$ cat src/rtl/game_ctrl.sv
`default_nettype none
// ============================================================================
// Module      : game_ctrl
// Description : Tic-tac-toe game sequencer. Alternates player (X) and AI (O)
//               turns, validates move requests against the board contents,
//               drives the external board through a submit/update_loc
//               handshake (board acts on the falling edge of submit), applies
//               an AI timeout fallback and detects win/draw.
// Ports       : clk, reset_n (sync, active-low), new_game
//               player_valid/player_loc -> player_ready
//               ai_start, ai_valid/ai_loc -> ai_ready
//               board_state (18b, cell i at [2i+1:2i])
//               update_loc, submit, board_reset -> board
//               reject, winner, game_over, move_count
// Revision    : 1.0 - initial release
// ============================================================================
module game_ctrl (
    input  logic        clk,
    input  logic        reset_n,
    input  logic        new_game,
    input  logic        player_valid,
    input  logic [3:0]  player_loc,
    output logic        player_ready,
    output logic        ai_start,
    input  logic        ai_valid,
    input  logic [3:0]  ai_loc,
    output logic        ai_ready,
    input  logic [17:0] board_state,
    output logic [3:0]  update_loc,
    output logic        submit,
    output logic        board_reset,
    output logic        reject,
    output logic [1:0]  winner,
    output logic        game_over,
    output logic [3:0]  move_count
);

    localparam logic [1:0] c_blank   = 2'b00;
    localparam logic [1:0] c_x       = 2'b01;
    localparam logic [1:0] c_o       = 2'b10;
    localparam logic [1:0] c_draw    = 2'b11;
    localparam logic       c_mover_x = 1'b0;
    localparam logic       c_mover_o = 1'b1;
    localparam logic [7:0] c_timeout = 8'd255;
    localparam logic [3:0] c_cells   = 4'd9;

    typedef enum logic [3:0] {
        S_CLEAR   = 4'd0,
        S_CLR_END = 4'd1,
        S_PLAYER  = 4'd2,
        S_AI_REQ  = 4'd3,
        S_AI_WAIT = 4'd4,
        S_COMMIT  = 4'd5,
        S_SETTLE  = 4'd6,
        S_CHECK   = 4'd7,
        S_DONE    = 4'd8
    } state_t;

    state_t     state_q, state_d;
    logic [3:0] loc_q, loc_d;
    logic [3:0] move_count_q, move_count_d;
    logic [1:0] winner_q, winner_d;
    logic       mover_q, mover_d;
    logic [7:0] timer_q, timer_d;
    logic       submit_prev_q, submit_prev_d;

    logic       submit_raw;
    logic       board_reset_raw;
    logic [3:0] lowest_blank;
    logic [1:0] winner_calc;

    // Board padded to 16 cells; the phantom cells 9..15 read as occupied so
    // any out-of-range index can never look blank.
    logic [15:0][1:0] cells;
    assign cells = {{7{2'b11}}, board_state};

    function automatic logic is_legal(input logic [3:0] loc, input logic [15:0][1:0] b);
        return (loc < c_cells) && (b[loc] == c_blank);
    endfunction

    function automatic logic has_line(input logic [15:0][1:0] b, input logic [1:0] p);
        return ((b[0] == p) && (b[1] == p) && (b[2] == p)) ||
               ((b[3] == p) && (b[4] == p) && (b[5] == p)) ||
               ((b[6] == p) && (b[7] == p) && (b[8] == p)) ||
               ((b[0] == p) && (b[3] == p) && (b[6] == p)) ||
               ((b[1] == p) && (b[4] == p) && (b[7] == p)) ||
               ((b[2] == p) && (b[5] == p) && (b[8] == p)) ||
               ((b[0] == p) && (b[4] == p) && (b[8] == p)) ||
               ((b[2] == p) && (b[4] == p) && (b[6] == p));
    endfunction

    // Scan downward so the last hit is the lowest-index blank cell.
    always_comb begin
        lowest_blank = 4'd0;
        for (int i = 8; i >= 0; i--) begin
            if (cells[i] == c_blank) begin
                lowest_blank = 4'(i);
            end
        end
    end

    // A completed line outranks a full board.
    always_comb begin
        winner_calc = c_blank;
        if (has_line(cells, c_x)) begin
            winner_calc = c_x;
        end else if (has_line(cells, c_o)) begin
            winner_calc = c_o;
        end else if (move_count_q == c_cells) begin
            winner_calc = c_draw;
        end
    end

    always_comb begin
        state_d         = state_q;
        loc_d           = loc_q;
        move_count_d    = move_count_q;
        winner_d        = winner_q;
        mover_d         = mover_q;
        timer_d         = timer_q;
        submit_raw      = 1'b0;
        board_reset_raw = 1'b0;
        player_ready    = 1'b0;
        ai_ready        = 1'b0;
        ai_start        = 1'b0;
        reject          = 1'b0;

        case (state_q)
            S_CLEAR: begin
                // If submit was high last cycle (abort from S_COMMIT or a held
                // new_game) it must drop now; that falling edge, with
                // board_reset high, is what clears the board.
                submit_raw      = ~submit_prev_q;
                board_reset_raw = 1'b1;
                move_count_d    = 4'd0;
                winner_d        = c_blank;
                mover_d         = c_mover_x;
                state_d         = S_CLR_END;
            end
            S_CLR_END: begin
                board_reset_raw = 1'b1;
                state_d         = S_PLAYER;
            end
            S_PLAYER: begin
                player_ready = 1'b1;
                if (player_valid) begin
                    if (is_legal(player_loc, cells)) begin
                        loc_d   = player_loc;
                        state_d = S_COMMIT;
                    end else begin
                        reject = 1'b1;
                    end
                end
            end
            S_AI_REQ: begin
                ai_start = 1'b1;
                timer_d  = 8'd0;
                state_d  = S_AI_WAIT;
            end
            S_AI_WAIT: begin
                ai_ready = 1'b1;
                if (ai_valid && is_legal(ai_loc, cells)) begin
                    loc_d   = ai_loc;
                    state_d = S_COMMIT;
                end else begin
                    reject = ai_valid;
                    if (timer_q == c_timeout) begin
                        loc_d   = lowest_blank;
                        state_d = S_COMMIT;
                    end else begin
                        timer_d = timer_q + 8'd1;
                    end
                end
            end
            S_COMMIT: begin
                submit_raw = 1'b1;
                state_d    = S_SETTLE;
            end
            S_SETTLE: begin
                move_count_d = move_count_q + 4'd1;
                mover_d      = ~mover_q;
                state_d      = S_CHECK;
            end
            S_CHECK: begin
                winner_d = winner_calc;
                if (winner_calc != c_blank) begin
                    state_d = S_DONE;
                end else if (mover_q == c_mover_o) begin
                    state_d = S_AI_REQ;
                end else begin
                    state_d = S_PLAYER;
                end
            end
            S_DONE: begin
                state_d = S_DONE;
            end
            default: begin
                state_d = S_CLEAR;
            end
        endcase

        if (new_game) begin
            state_d = S_CLEAR;
        end
    end

    // The register holds S_CLEAR while reset_n is low; masking the board
    // strobes keeps the board quiet until reset is released, after which the
    // S_CLEAR/S_CLR_END pair runs and clears it.
    assign submit        = reset_n & submit_raw;
    assign board_reset   = reset_n & board_reset_raw;
    assign submit_prev_d = submit;

    always_ff @(posedge clk) begin
        if (!reset_n) begin
            state_q       <= S_CLEAR;
            loc_q         <= 4'd0;
            move_count_q  <= 4'd0;
            winner_q      <= c_blank;
            mover_q       <= c_mover_x;
            timer_q       <= 8'd0;
            submit_prev_q <= 1'b0;
        end else begin
            state_q       <= state_d;
            loc_q         <= loc_d;
            move_count_q  <= move_count_d;
            winner_q      <= winner_d;
            mover_q       <= mover_d;
            timer_q       <= timer_d;
            submit_prev_q <= submit_prev_d;
        end
    end

    assign update_loc = loc_q;
    assign winner     = winner_q;
    assign move_count = move_count_q;
    assign game_over  = (state_q == S_DONE);

endmodule
`default_nettype wire

$ cat config.mk
export PLATFORM = sky130hd
export DESIGN_NAME = game_ctrl
export DESIGN_NICKNAME = d
export VERILOG_FILES = /design/src/rtl/game_ctrl.sv
export SDC_FILE = /design/constraint.sdc
export NUM_CORES = 1
export LEC_CHECK = 0
export ABC_AREA = 1
export CAP_MARGIN = 10
export CORE_MARGIN = 1.5
export CORE_UTILIZATION = 50
export CTS_CLUSTER_DIAMETER = 80
export DETAILED_ROUTE_END_ITERATION = 8
export PLACE_DENSITY_LB_ADDON = 0.2
export SLEW_MARGIN = 10
export SYNTH_ARGS = -nofsm -noshare
export SYNTH_HDL_FRONTEND = slang
export SYNTH_SLANG_ARGS = --single-unit
$ cat constraint.sdc
create_clock -name clk -period 2.1 [get_ports clk]
set_input_delay 0.21 -clock clk [delete_from_list [all_inputs] [get_ports clk]]
set_output_delay 0.21 -clock clk [all_outputs]
set_load 0.01 [all_outputs]
After elaboration in Yosys (flattened, before gate mapping) --
Cells that the tools add are included.
Storage, ports and cells: flip-flop bits (word level) 24, bits of input ports 31, output and inout bits 17, logic and storage cells 165
Operators by class: add/subtract/negate cells 2, order comparisons 4, eq/ne operators 33, multiplexer cells 43, bitwise gates (word level) 5, reduce and logical (&&, ||, !) cells 71
Operators by type and width (count):
- $mux 4 | 18
- $pmux 4 s9 | 1
- $logic_and 1x1->1 | 35
- $logic_not 2->1 | 11
- $eq 2x1->1 const B | 9
- $eq 2x2->1 const B | 9
- $bmux 2 s4 | 2
- $eq 4x3->1 const B | 4
- $mux 8 | 2
- $pmux 4 s2 | 2
- $pmux 8 s2 | 1
- $logic_or 1x1->1 | 14
- $lt 4x5->1 const B | 2
- $mux 2 | 5
- $reduce_bool 2->1 | 5
- $add 8x1->8 const B | 1
- $eq 4x2->1 const B | 2
- $eq 4x4->1 const B | 2
- $eq 8x8->1 const B | 1
- $lt 4x4->1 const B | 2
- $mux 1 | 8
- $ne 2x2->1 const B | 4
- $pmux 1 s2 | 3
- $reduce_and 3->1 | 2
- other kinds (9) | 13

Depth between registers and ports, before layout --
depth after elaboration 15, gate-level depth with buffers 13, mapped depth without buffers 13

Worst setup path after synthesis --
No wires, ideal clock.
kind register to output, from register state_q[3], to output reject, arrival 1339 ps, data required time 1890 ps, setup slack 551 ps, cell stages (with the launch flop) 7, path buffers 1, path through dfxtp_1 inv_1 nand2_1 nor2_4 buf_1 nand2_1 o22ai_1
On the way: longest elaborated chain between the ends 2, elaborated cells between the ends (all ways) 3, those cells by class eq/ne: 2; mux: 1
Ends and longest elaborated chain:
- start: declaration | line 59 | state_t state_q, state_d;
- start signal: assignment | line 224 | state_q <= state_d;
- $eq 4x3->1 / $eq 4x2->1 (equally long branches) | line 128 | case (state_q)
- $pmux 1 s2 * | line 128
- end: declaration | line 32 | output logic reject,
Every way passes the cells marked *; elsewhere a longest branch is shown, timed or not.

Final worst setup path --
from register state_q[0], to output submit
On the way: longest elaborated chain between the ends 3, elaborated cells between the ends (all ways) 4, those cells by class eq/ne: 1; mux: 1; bitwise: 1; reduce/logical: 1
Ends and longest elaborated chain:
- $eq 4x3->1 / $logic_not 4->1 (equally long branches) | line 128
- $pmux 1 s2 * | line 128
- $and 1x1->1 * | line 210 | assign submit = reset_n & submit_raw;
- end: declaration | line 30 | output logic submit,
Marked as above.

==> metrics.yaml <==
outcome: "completed"
crit_path_end_kind: "primary output"
hold_path.startpoint: "mover_q$_SDFFE_PN0P_"
fraction_of_layout_cells_with_a_size_suffix_above_1_pct: 13.9
reg2regPathDepth: 10
synth.ff_latch_count: 24
worst_slack_ns: 0.107
first_global_vias: 2143
placeableCoreArea_sq_mm: 0.00374
synth_edf_count: 0
cts_htree_levels: 1
detailed_place_hpwl_um: 4270
hold_path.class: "register to register"
max-cap-violations: 0
total_i_o_pin_count: 48
crit_type: "register to primary output"
finalMaxSlewViolations: 0
route.antenna.remaining_nets: 0
worst_r2r_startpoint: "timer_q[0]$_SDFFE_PN0P_"
design_power_total_mw: 1.09
drt_pre_antenna_iters: 4
tritoncts: "done"
grt_remaining_overflow: 0
post_synth_instance_area_sq_mm: 0.00200
die_w_um: 66.2
syn-mean-instance-area_sq_um: 5.83
synth-main-ff-cell: "sky130_fd_sc_hd__dfxtp_1"
worst_setup_timing_slack_at_the_placement_stage_ns: -0.0628
max_freq_mhz: 502
worst_setup_path_start_kind: "register"
numPortBuffers: 47
post_synth_inst_count: 343
vias_per_cell: 5.16
timing.final.crit_period_ns: 1.99
grt_start_max_net_pins: 14
async_reset_ff_share_pct: 0
floorplan.initialDensity_pct: 53.4
totalWireLength_um: 5290
nNetsFinal: 452
min_period_over_period_pct: 94.9
fin_worst_skew_ns: 0.00258
leakage_nw: 1.36
numClockSinks: 24
worst_r2r_endpoint: "timer_q[0]$_SDFFE_PN0P_"
worstPathCellList: "nor2_1, inv_1, nor2_2, inv_1, or2_2, a21oi_1, dlygate4sd2_1"
area_overhead_of_the_layout_relative_to_synthesis_pct: 38.7
postLayoutCellArea_sq_mm: 0.00277
postSynthNetCount: 377
worstHoldEndpoint: "mover_q$_SDFFE_PN0P_"
worst-endpoint-required_ns: 1.89
critical_path_peak_fanout: 4
ys_seq_area_share_pct: 24.0
route.detailed.drc: 0
num_antenna_cells: 0
critical_path.n_buffers_inverters: 3
clock_latency_ns: 0.27
synth.lib_cells_used.distinct: 31
fp.dieArea_sq_mm: 0.00438
clk_pin_slew_ns: 0.08
worst-r2r-setup-slack_ns: 0.37
drt_iter0_drc: 185
placement.cell_area_sq_mm: 0.00272
die_y_um: 66.2
report.final.hold_viol_count: 0
crit_path_top_delay_cell: "sky130_fd_sc_hd__dfxtp_1"
gpl.final_weighted_congestion: 0.907
placementRows: 22
mostFrequentLayoutCell: "sky130_fd_sc_hd__nand2_1"
setup_violations: 0
rel_slew_slack_pct: 79.1
cts_hold_buf: 0
tightest_slew_ns: 0.311
ys_warn_count: 0
path_delay_family: "simple AND/OR/NAND/NOR gates"
postLayoutCoreUtil_pct: 74.0
crit_path_max_incr_delay_ns: 0.36
max-clock-path-buffers: 2
detail_route.wl_per_cell_um: 11.4
worst_hold_path.num_cells: 1
clk_root_buffer_cell: "sky130_fd_sc_hd__clkbuf_8"
grt.total_usage_pct: 26.9
worst_path_most_repeated_cell: "sky130_fd_sc_hd__inv_1"
worst-endpoint-arrival_ns: 1.78
ir_drop_uv: 437
cts_inserted_buffers: 3
grt_pass1_wl_um: 9360
routed_via_count: 2399
most-common-layout-cells: "sky130_fd_sc_hd__nand2_1, sky130_fd_sc_hd__nor2_1, sky130_fd_sc_hd__inv_1"
powerDensity_mw_per_mm2: 394
number_of_antenna_violations_at_the_first_check_in_global_routing: 0
==> cell usage after synthesis, types with 2 or more instances <==
cell,n,area share [%]
sky130_fd_sc_hd__nand4_1,9,2.8
sky130_fd_sc_hd__nand3_2,3,1.5
sky130_fd_sc_hd__nand2_2,2,0.63
sky130_fd_sc_hd__clkbuf_1,2,0.38
sky130_fd_sc_hd__dfxtp_1,24,24
sky130_fd_sc_hd__o21ai_0,11,2.8
sky130_fd_sc_hd__o21bai_1,2,0.75
sky130_fd_sc_hd__a21oi_1,26,6.5
sky130_fd_sc_hd__nand2_1,86,16
sky130_fd_sc_hd__o22ai_1,6,1.9
sky130_fd_sc_hd__nor3_1,6,1.5
sky130_fd_sc_hd__nor2_2,5,1.6
sky130_fd_sc_hd__inv_1,49,9.2
sky130_fd_sc_hd__xor2_1,5,2.2
sky130_fd_sc_hd__nand3_1,27,6.8
sky130_fd_sc_hd__ha_1,3,1.9
sky130_fd_sc_hd__nand2_4,2,1.1
sky130_fd_sc_hd__or2_2,5,1.6
sky130_fd_sc_hd__nor2_1,54,10
sky130_fd_sc_hd__inv_2,3,0.56
sky130_fd_sc_hd__nor2_4,3,1.7
==> worst max path at each step <==
stage | startpoint | end | cells past startpoint
after floorplan | state_q[3]$_SDFFE_PP0P_ | reject | 6
after global placement | player_loc[1] | reject | 8
after detailed placement | player_loc[1] | reject | 8
after CTS | state_q[0]$_SDFFE_PP0P_ | submit | 7
after global routing | state_q[0]$_SDFFE_PP0P_ | submit | 7
final | state_q[0]$_SDFFE_PP0P_ | submit | 7
==> layout make-up <==
| class | count | area (sq um) |
|---|---|---|
| clock buffer | 4 | 55.1 |
| timing repair buffer | 74 | 669 |
| sequential | 24 | 480 |
| fill | 324 | 972 |
| inverter | 52 | 195 |
| multi-input combinational | 263 | 1310 |
| tap | 48 | 60.1 |
==> cells by family after synthesis <==
kind of cell | count (synthesis) | synth area share [%]
xor+xnor | 6 | 2.63
fa+ha+maj | 3 | 1.88
flops | 24 | 24.0
simple gates | 204 | 46.1
compound gates | 50 | 14.7
buf+inv | 56 | 10.6
==> where the power goes <==
group	switching, mW	internal, mW
registers	0.00505	0.462
clock network	0.149	0.168
logic	0.160	0.148
total	0.314	0.777
==> timing repair <==
action / in CTS / in global routing
resized for setup: 3 / 2
buffers inserted: 0 / 0
setup endpoints to repair: 2 / 2
==> routing by layer <==
metal,vias up,track usage [%],wire [um]
li1,1254,-,-
met1,1076,37.4,2530
met2,63,43.8,2470
met3,6,4.09,235
met4,0,5.87,59
met5,-,0,0
==> per-stage QoR <==
stage	TNS, ns	hold slack (ns)	std cells
after floorplan	0	0.395	343
after global placement	-0.0243	0.450	461
after detailed placement	-0.0628	0.458	461
after CTS	0	0.472	465
after global routing	-0.0114	0.508	465
final	0	0.473	465
==> flip-flops by register name, summed over array words and instances (netlist names) <==
| signal | count |
|---|---|
| winner | 2 |
| timer_q | 8 |
| submit_prev_q | 1 |
| state_q | 4 |
| update_loc | 4 |
| move_count | 4 |
| mover_q | 1 |
Note: power is estimated with default switching activity, not from simulation.
